===== src/rtl/i2s_tx_channel.sv =====
// rtl/i2s_tx_channel.sv - I2S transmit channel: FIFO holding buffer, serializer and WS master
module i2s_tx_channel (
  input  logic        sck_i,
  input  logic        rst_i,
  input  logic [31:0] fifo_data_i,
  input  logic        fifo_data_valid_i,
  output logic        fifo_data_ready_o,
  output logic        fifo_err_o,
  output logic        i2s_ch0_o,
  output logic        i2s_ch1_o,
  output logic        i2s_ws_o,
  input  logic        cfg_en_i,
  input  logic        cfg_2ch_i,
  input  logic [4:0]  cfg_wlen_i,
  input  logic [2:0]  cfg_wnum_i,
  input  logic        cfg_lsb_first_i
);

  typedef enum logic {
    ST_IDLE = 1'b0,
    ST_RUN  = 1'b1
  } state_t;

  state_t      r_state;
  state_t      s_state_next;

  logic [4:0]  r_count_bit;
  logic [2:0]  r_count_word;
  logic        r_half;
  logic        r_ws;

  logic [31:0] r_buf0;
  logic [31:0] r_buf1;
  logic        r_buf0_valid;
  logic        r_buf1_valid;

  logic [31:0] r_sr0;
  logic [31:0] r_sr1;
  logic        r_ch0;
  logic        r_ch1;
  logic        r_err;

  logic        s_full;
  logic        s_push;
  logic        s_bit_last;
  logic        s_word_last;
  logic        s_ws_toggle;
  logic        s_slot_start;
  logic        s_stop;

  logic [31:0] s_buf0_w;
  logic [31:0] s_buf1_w;
  logic        s_buf0_valid_w;
  logic        s_buf1_valid_w;
  logic        s_full_w;
  logic        s_load;
  logic [31:0] s_load0;
  logic [31:0] s_load1;

  // buf1 only counts towards "full" in dual-line mode
  assign s_full            = r_buf0_valid & (r_buf1_valid | ~cfg_2ch_i);
  assign fifo_data_ready_o = cfg_en_i & ~s_full & ~rst_i;
  assign s_push            = fifo_data_valid_i & fifo_data_ready_o;

  assign s_bit_last  = (r_count_bit == cfg_wlen_i);
  assign s_word_last = (r_count_word == cfg_wnum_i);
  // WS flips one bit ahead of the half-frame boundary (Philips alignment)
  assign s_ws_toggle = (r_state == ST_RUN) & s_word_last & (r_count_bit == (cfg_wlen_i - 5'd1));

  // next state: start on enable, stop only after the last bit of a right half-frame
  always_comb begin
    s_state_next = r_state;
    s_slot_start = 1'b0;
    s_stop       = 1'b0;
    case (r_state)
      ST_IDLE: begin
        if (cfg_en_i) begin
          s_state_next = ST_RUN;
          s_slot_start = 1'b1;
        end
      end
      ST_RUN: begin
        if (s_bit_last) begin
          if (s_word_last && r_half && !cfg_en_i) begin
            s_state_next = ST_IDLE;
            s_stop       = 1'b1;
          end else begin
            s_slot_start = 1'b1;
          end
        end
      end
      default: s_state_next = ST_IDLE;
    endcase
  end

  // buffer contents after this cycle's handshake, so a word accepted on the slot-start edge is used
  always_comb begin
    s_buf0_w       = r_buf0;
    s_buf1_w       = r_buf1;
    s_buf0_valid_w = r_buf0_valid;
    s_buf1_valid_w = r_buf1_valid;
    if (s_push) begin
      if (!r_buf0_valid) begin
        s_buf0_w       = fifo_data_i;
        s_buf0_valid_w = 1'b1;
      end else begin
        s_buf1_w       = fifo_data_i;
        s_buf1_valid_w = 1'b1;
      end
    end
  end

  assign s_full_w = s_buf0_valid_w & (s_buf1_valid_w | ~cfg_2ch_i);
  assign s_load   = s_slot_start & s_full_w;
  assign s_load0  = s_load ? s_buf0_w : 32'd0;
  assign s_load1  = (s_load & cfg_2ch_i) ? s_buf1_w : 32'd0;

  // state register
  always_ff @(posedge sck_i) begin
    if (rst_i) r_state <= ST_IDLE;
    else       r_state <= s_state_next;
  end

  // bit/word counters; the stop edge wraps both, so IDLE always holds them at zero
  always_ff @(posedge sck_i) begin
    if (rst_i) begin
      r_count_bit  <= 5'd0;
      r_count_word <= 3'd0;
    end else if (r_state == ST_RUN) begin
      if (s_bit_last) begin
        r_count_bit  <= 5'd0;
        r_count_word <= s_word_last ? 3'd0 : r_count_word + 3'd1;
      end else begin
        r_count_bit  <= r_count_bit + 5'd1;
      end
    end
  end

  // data half-frame tracker and the WS output register that leads it by one bit
  always_ff @(posedge sck_i) begin
    if (rst_i || s_stop) begin
      r_half <= 1'b0;
      r_ws   <= 1'b0;
    end else if (r_state == ST_RUN) begin
      if (s_bit_last && s_word_last) r_half <= ~r_half;
      if (s_ws_toggle)               r_ws   <= ~r_ws;
    end
  end

  // holding buffer: fill on handshake, drain into the shift registers at a full slot start
  always_ff @(posedge sck_i) begin
    if (rst_i) begin
      r_buf0       <= 32'd0;
      r_buf1       <= 32'd0;
      r_buf0_valid <= 1'b0;
      r_buf1_valid <= 1'b0;
    end else begin
      r_buf0       <= s_buf0_w;
      r_buf1       <= s_buf1_w;
      r_buf0_valid <= s_buf0_valid_w & ~s_load;
      r_buf1_valid <= s_buf1_valid_w & ~s_load;
    end
  end

  // serializer: the first bit goes straight to the output flop, the rest follow from the shifter
  always_ff @(posedge sck_i) begin
    if (rst_i) begin
      r_sr0 <= 32'd0;
      r_sr1 <= 32'd0;
      r_ch0 <= 1'b0;
      r_ch1 <= 1'b0;
    end else if (s_slot_start) begin
      r_ch0 <= cfg_lsb_first_i ? s_load0[0] : s_load0[cfg_wlen_i];
      r_ch1 <= cfg_lsb_first_i ? s_load1[0] : s_load1[cfg_wlen_i];
      r_sr0 <= cfg_lsb_first_i ? (s_load0 >> 1) : (s_load0 << 1);
      r_sr1 <= cfg_lsb_first_i ? (s_load1 >> 1) : (s_load1 << 1);
    end else if (r_state == ST_RUN && !s_stop) begin
      r_ch0 <= cfg_lsb_first_i ? r_sr0[0] : r_sr0[cfg_wlen_i];
      r_ch1 <= cfg_2ch_i & (cfg_lsb_first_i ? r_sr1[0] : r_sr1[cfg_wlen_i]);
      r_sr0 <= cfg_lsb_first_i ? (r_sr0 >> 1) : (r_sr0 << 1);
      r_sr1 <= cfg_lsb_first_i ? (r_sr1 >> 1) : (r_sr1 << 1);
    end else begin
      r_sr0 <= 32'd0;
      r_sr1 <= 32'd0;
      r_ch0 <= 1'b0;
      r_ch1 <= 1'b0;
    end
  end

  // underrun flag, high for the first bit of a slot that started with a short buffer
  always_ff @(posedge sck_i) begin
    if (rst_i) r_err <= 1'b0;
    else       r_err <= s_slot_start & ~s_full_w;
  end

  assign fifo_err_o = r_err;
  assign i2s_ch0_o  = r_ch0;
  assign i2s_ch1_o  = r_ch1;
  assign i2s_ws_o   = r_ws;

endmodule


===== config.mk =====
export PLATFORM = sky130hd
export DESIGN_NAME = i2s_tx_channel
export DESIGN_NICKNAME = d
export VERILOG_FILES = /design/src/rtl/i2s_tx_channel.sv
export SDC_FILE = /design/constraint.sdc
export NUM_CORES = 1
export LEC_CHECK = 0
export ABC_AREA = 1
export BUFFER_PORTS_ARGS = -buffer_cell sky130_fd_sc_hd__buf_4
export CAP_MARGIN = 10
export CORE_MARGIN = 10
export CORE_UTILIZATION = 40
export CTS_CLUSTER_SIZE = 10
export DETAILED_ROUTE_END_ITERATION = 16
export SETUP_SLACK_MARGIN = 0.05
export SLEW_MARGIN = 10
export SYNTH_ARGS = -nofsm -noshare
export SYNTH_HDL_FRONTEND = slang
export SYNTH_SLANG_ARGS = --single-unit

===== constraint.sdc =====
create_clock -name sck_i -period 2.8 [get_ports sck_i]
set_input_delay 0.42 -clock sck_i [delete_from_list [all_inputs] [get_ports sck_i]]
set_output_delay 0.42 -clock sck_i [all_outputs]
set_load 0.1 [all_outputs]

=== Word-level counts from Yosys, hierarchy flattened ===
Cells that the tools add are included.

* Add/subtract/negate cells: 3
* $lt $le $gt $ge: 1
* Equality and inequality tests: 3
* Multiplexer cells: 44
* Bitwise gates (word level): 23
* Reduce and logical (&&, ||, !) cells: 10

{| class="wikitable"
|+ Operators with widths
! kind !! number
|-
| two-way mux 32 bit || 14
|-
| two-way mux 1 bit || 22
|-
| binary-select mux 1 bit (select 5 bit) || 4
|-
| AND 1 bit || 13
|-
| == test 5 bit || 2
|-
| NOT 1 bit || 8
|-
| less-than comparator 5 x 6 -> 1 bit (second input constant) || 1
|-
| AND reduction 2 bit || 3
|-
| adder 5 x 1 -> 5 bit (second input constant) || 1
|-
| two-way mux 5 bit || 1
|-
| subtractor 5 x 1 -> 5 bit (second input constant) || 1
|-
| logical AND 1 bit || 4
|-
| case mux 1 bit (2 select lines) || 2
|-
| adder 3 x 1 -> 3 bit (second input constant) || 1
|-
| == test 3 bit || 1
|-
| two-way mux 3 bit || 1
|-
| logical NOT 1 bit || 2
|-
| OR 1 bit || 2
|-
| logical OR 1 bit || 1
|}

* Flip-flop bits (word level): 144

=== Logic depth before layout (Yosys ltp) ===
* Word-level depth: 17
* Depth in mapped cells: 19

=== Worst setup path before layout ===
No wires, ideal clock.

* Path kind: in2out
* From: input port rst_i
* To: output port fifo_data_ready_o
* Data arrival time: 2.293 ns
* Data required time: 2.380 ns
* Slack: 0.087 ns
* Cell stages on the path: 4
* Buffers on the path: 3
* Cell sequence: clkbuf_1 clkbuf_1 buf_1 nor2_1

* Cells in the longest elaborated chain, start to end: 2

{| class="wikitable"
|+ RTL lines
! element !! RTL line !! RTL
|-
| from (decl) || 4 || <nowiki>input logic rst_i,</nowiki>
|-
| NOT 1 bit || 62 || <nowiki>assign fifo_data_ready_o = cfg_en_i & ~s_full & ~rst_i;</nowiki>
|-
| AND 1 bit || 62 ||
|-
| to (decl) || 7 || <nowiki>output logic fifo_data_ready_o,</nowiki>
|}

Every way passes these cells.

=== Final worst setup path ===
* From: register r_count_bit[0]
* To: register r_ch1, in the netlist i2s_ch1_o

* Cells in the longest elaborated chain, start to end: 10
* Elaborated cells on any way between the ends: 15

{| class="wikitable"
|+ RTL lines
! element !! RTL line !! RTL
|-
| from (decl) || 27 || <nowiki>logic [4:0] r_count_bit;</nowiki>
|-
| from (signal assigned) || 134 || <nowiki>r_count_bit <= r_count_bit + 5'd1;</nowiki>
|-
| == test 5 bit * || 65 || <nowiki>assign s_bit_last = (r_count_bit == cfg_wlen_i);</nowiki>
|-
| two-way mux 1 bit || 83 || <nowiki>if (s_bit_last) begin</nowiki>
|-
| case mux 1 bit (2 select lines) || 75 || <nowiki>case (r_state)</nowiki>
|-
| AND 1 bit || 114 || <nowiki>assign s_load = s_slot_start & s_full_w;</nowiki>
|-
| AND 1 bit || 116 || <nowiki>assign s_load1 = (s_load & cfg_2ch_i) ? s_buf1_w : 32'd0;</nowiki>
|-
| two-way mux 32 bit || 116 ||
|-
| binary-select mux 1 bit (select 5 bit) || 174 || <nowiki>r_ch1 <= cfg_lsb_first_i ? s_load1[0] : s_load1[cfg_wlen_i];</nowiki>
|-
| two-way mux 1 bit (implied by the code) || 174 ||
|-
| two-way mux 1 bit || 174 ||
|-
| two-way mux 1 bit * || 172 || <nowiki>end else if (s_slot_start) begin</nowiki>
|-
| to (signal assigned) || 174 ||
|-
| to (signal assigned) || 179 || <nowiki>r_ch1 <= cfg_2ch_i & (cfg_lsb_first_i ? r_sr1[0] : r_sr1[cfg_wlen_i]);</nowiki>
|-
| to (decl) || 40 || <nowiki>logic r_ch1;</nowiki>
|}

Mark *: on every way between the ends. The rest lies on a longest branch, timed or not. The select of a mux whose other input is x is not followed.
A chain may end at the register's enable or synchronous reset.

==> summary.md <==
| Metric | Value |
|---|---|
| Core area | 20,300 um^2 |
| Vert. Die Dim | 164 um |
| R2R depth | 17 |
| Synth Net Count | 1,350 |
| Hold Path Sink | r_state |
| Antenna fix cells | 0 |
| CTS Hold Bufs | 0 |
| Max-slew headroom | 40.1% |
| Slew Limit Fails | 0 |
| Fin util | 48.2% |
| Setup TNS | 0 ns |
| Combinational share of power | 13.4% |
| First-pass GRT wire length | 44.4 mm |
| Grt ovf | 0 |
| GRT met3 Usage | 4.13% |
| Req. time, crit path | 3.16 ns |
| RSZ-0062 raised after global routing | no |
| Compound-Gate Fraction of Synth Area | 20.1% |
| IO Port Bufs | 50 |
| CP Class | register to register |
| Mux share of post-synthesis cell area | 0.603% |
| Sequential power share | 41.8% |
| Clock power frac | 44.7% |
| P_int | 3.60 mW |
| Xor/xnor share of the synthesized area | 1.27% |
| DR iter-0 viols | 868 |
| PwrDens | 521 nW/um^2 |
| Clk_lat worst skew | 0.44 ns |
| Layout area overhead | 17.9% |
| Final wirelength | 28.1 mm |
| Post-CTS setup buffers | 0 |
| Most common cell after layout, fill and taps aside | nand2_1 |
| Layout Nets | 1,399 |
| Drc violations | 0 |
| Crit. End Element | register |
| CTS Sinks | 144 |
| Synth Cell Area | 8300 um^2 |
| Met1 Track Usage GR | 27.6% |
| FF-to-FF End | i2s_ch1_o |
| Worst Tran Pin Value | 0.899 ns |
| H-tree levels | 4 |
| CTS tree | yes |
| Chip width | 164 um |
| Switching portion of total power | 29.3% |
| Sequential area share after synthesis | 34.8% |
| CP max FO | 23 |
| Post-synthesis simple-gate area fraction | 29.3% |
| Leak Pwr | 4.30 nW |
| Routed via count | 8,550 |
| Total Routing Usage GR | 21.1% |
| Hold Path Class | input port to register |
| CP arrival | 2.71 ns |
| Placed inst area | 9200 um^2 |
| WHS Path Cells | 2 |
| Final Cell Area | 9780 um^2 |
| Grt met2 use | 33.1% |
| Startpoint Class | register |
| Total chip power | 5.10 mW |
| Final Hold Vio Count | 0 |
| VDD IR max | 0.000361 V |
| Final HPWL DP | 20.2 mm |
| Busiest grt layer | met2 |
| Largest family of logic cells by synthesized area | simple AND/OR/NAND/NOR gates |
| Share of cells above drive strength 1 | 13.5% |
| Mapped Avg Cell Area | 6.38 um^2 |
| Fillers | 2,106 |
| IO Count | 51 |
| Final setup fails | 0 |
| Drt wl/cell | 17.2 um |
| HP Start | cfg_en_i |
| Status | completed |
| First-pass DRT Iterations | 5 |
| Placed cells | 1,601 |
| Fin cells | 1,633 |
| CTS Buffer Depth | 2 |
| Highest Clock Rate | 426 MHz |
| Total CTS buffers | 17 |
| Post-CTS sizing | 0 |
| Initial core utilization | 40.9% |
| Placer Congestion | 0.906 |
| Psw | 1.50 mW |
| Gate Count Post-Synth | 1,301 |
| Period minus WS final | 2.35 ns |
| Vias in the first global route | 8,006 |
| Rows | 52 |
| Largest net degree at the start of global routing | 82 |
| Root Driver | clkbuf_16 |
| Synth Area in Adders | 0.452% |
| Clk slew on worst S/H paths | 0.06 ns |
| Reg2reg start | r_count_bit[0] |
| Setup Skew | 0.0240 ns |
| Die area | 26,900 um^2 |
| YS warnings | 0 |
| Max_cap viols | 0 |
| Detailed-route vias per instance | 5.24 |
| FF-to-FF setup slack | 0.45 ns |
| Antenna violations before repair | 0 |
| #FFs+latches synth | 144 |
| Most frequent cells in the layout | nand2_1 (322), inv_1 (179), nor2_1 (145) |
| Yosys cell types | 48 |
| Final ANT Viol Nets | 0 |
| Fin crit share | 83.9% |
critical path, cell delays in order, from the launching register on:
cell and delay, ns:
dfxtp_1 0.37, inv_1 0.09, nand2_1 0.06, nand2_1 0.07, nor2_2 0.18, nand3_4 0.15
nand2_4 0.12, nand3_4 0.17, nor2_8 0.19, buf_12 0.19, nand2_1 0.09, nor2_1 0.09
nor2_1 0.05, nand2_1 0.05, nand3_1 0.09, nand3_1 0.11, nand3_2 0.08, a21oi_2 0.11
cell type report:
cell class | count | area [um^2] | area share (%)
well taps | 270 | 338 | 3.45
inverters | 191 | 718 | 7.34
flip-flops and latches | 144 | 2880 | 29.5
multi-input cells | 878 | 4300 | 43.9
clock buffers | 18 | 439 | 4.49
repair buffers | 118 | 961 | 9.82
clock inverters | 14 | 146 | 1.50
flip-flops by register name, indices dropped and copies added, names as in the netlist:
register and flops:
fifo_err_o 1, i2s_ch0_o 1, i2s_ch1_o 1, i2s_ws_o 1, r_buf0 32, r_buf0_valid 1, r_buf1 32, r_buf1_valid 1
r_count_bit 5, r_count_word 3, r_half 1, r_sr0 32, r_sr1 32, r_state 1
power groups by stage:
| stage | clock, mW | sequential, mW | combinational [mW] |
|---|---|---|---|
| 2_1_floorplan | 0 | 2.19 | 0.414 |
| 3_3_place_gp | 0 | 2.18 | 0.679 |
| 3_5_place_dp | 0 | 2.18 | 0.677 |
| 4_1_cts | 2.31 | 2.13 | 0.680 |
| 5_1_grt | 2.41 | 2.14 | 0.753 |
| 6_report | 2.28 | 2.13 | 0.686 |
synthesized netlist by cell type, drive strengths merged:
master,count,share of area (%)
a211oi,6,0.54
clkinv,7,0.33
xnor2,6,0.63
inv,184,8.3
a21oi,66,4.0
nand2,337,16
nor3,13,0.78
mux2i,5,0.60
o21a,7,0.63
dfxtp,144,35
o211ai,37,3.3
buf,28,2.2
o311ai,1,0.11
nand3,68,4.5
a22oi,4,0.36
nand4,5,0.45
ha,3,0.45
and3,1,0.075
or2,7,0.53
a31oi,29,2.2
nand3b,1,0.091
o21ai,93,5.6
o22ai,10,0.75
a2bb2oi,1,0.11
xor2,6,0.63
nor2,149,7.1
o2111ai,2,0.21
clkbuf,60,2.7
o221ai,20,2.1
o31ai,1,0.091
metrics by stage:
stage	hold WS, ns	worst slack, ns
final	0.275	0.450
after global placement	0.450	0.308
after global routing	0.278	0.118
after floorplan	0.436	0.0872
after CTS	0.261	0.436
after detailed placement	0.465	0.310
worst max-delay path by stage:
stage / start / end
after floorplan: rst_i / fifo_data_ready_o
after global placement: cfg_wlen_i[4] / r_sr1[25]
after detailed placement: cfg_wlen_i[4] / r_sr1[6]
after CTS: r_count_bit[0] / r_sr1[25]
after global routing: r_count_bit[0] / i2s_ch1_o
final: r_count_bit[0] / i2s_ch1_o
layer usage:
metal / vias to the layer above / part of all wire [%]
met5: - / 0
met4: 0 / 3.4
met3: 57 / 6.0
met2: 289 / 46
met1: 3925 / 45
li1: 4279 / -
cells by family after synthesis:
| family | after synthesis |
|---|---|
| compound gates | 277 |
| buf+inv | 279 |
| simple gates | 581 |
| flops | 144 |
| xor+xnor | 12 |
| mux | 5 |
| fa+ha+maj | 3 |
Note: power is estimated with default switching activity, not from simulation.
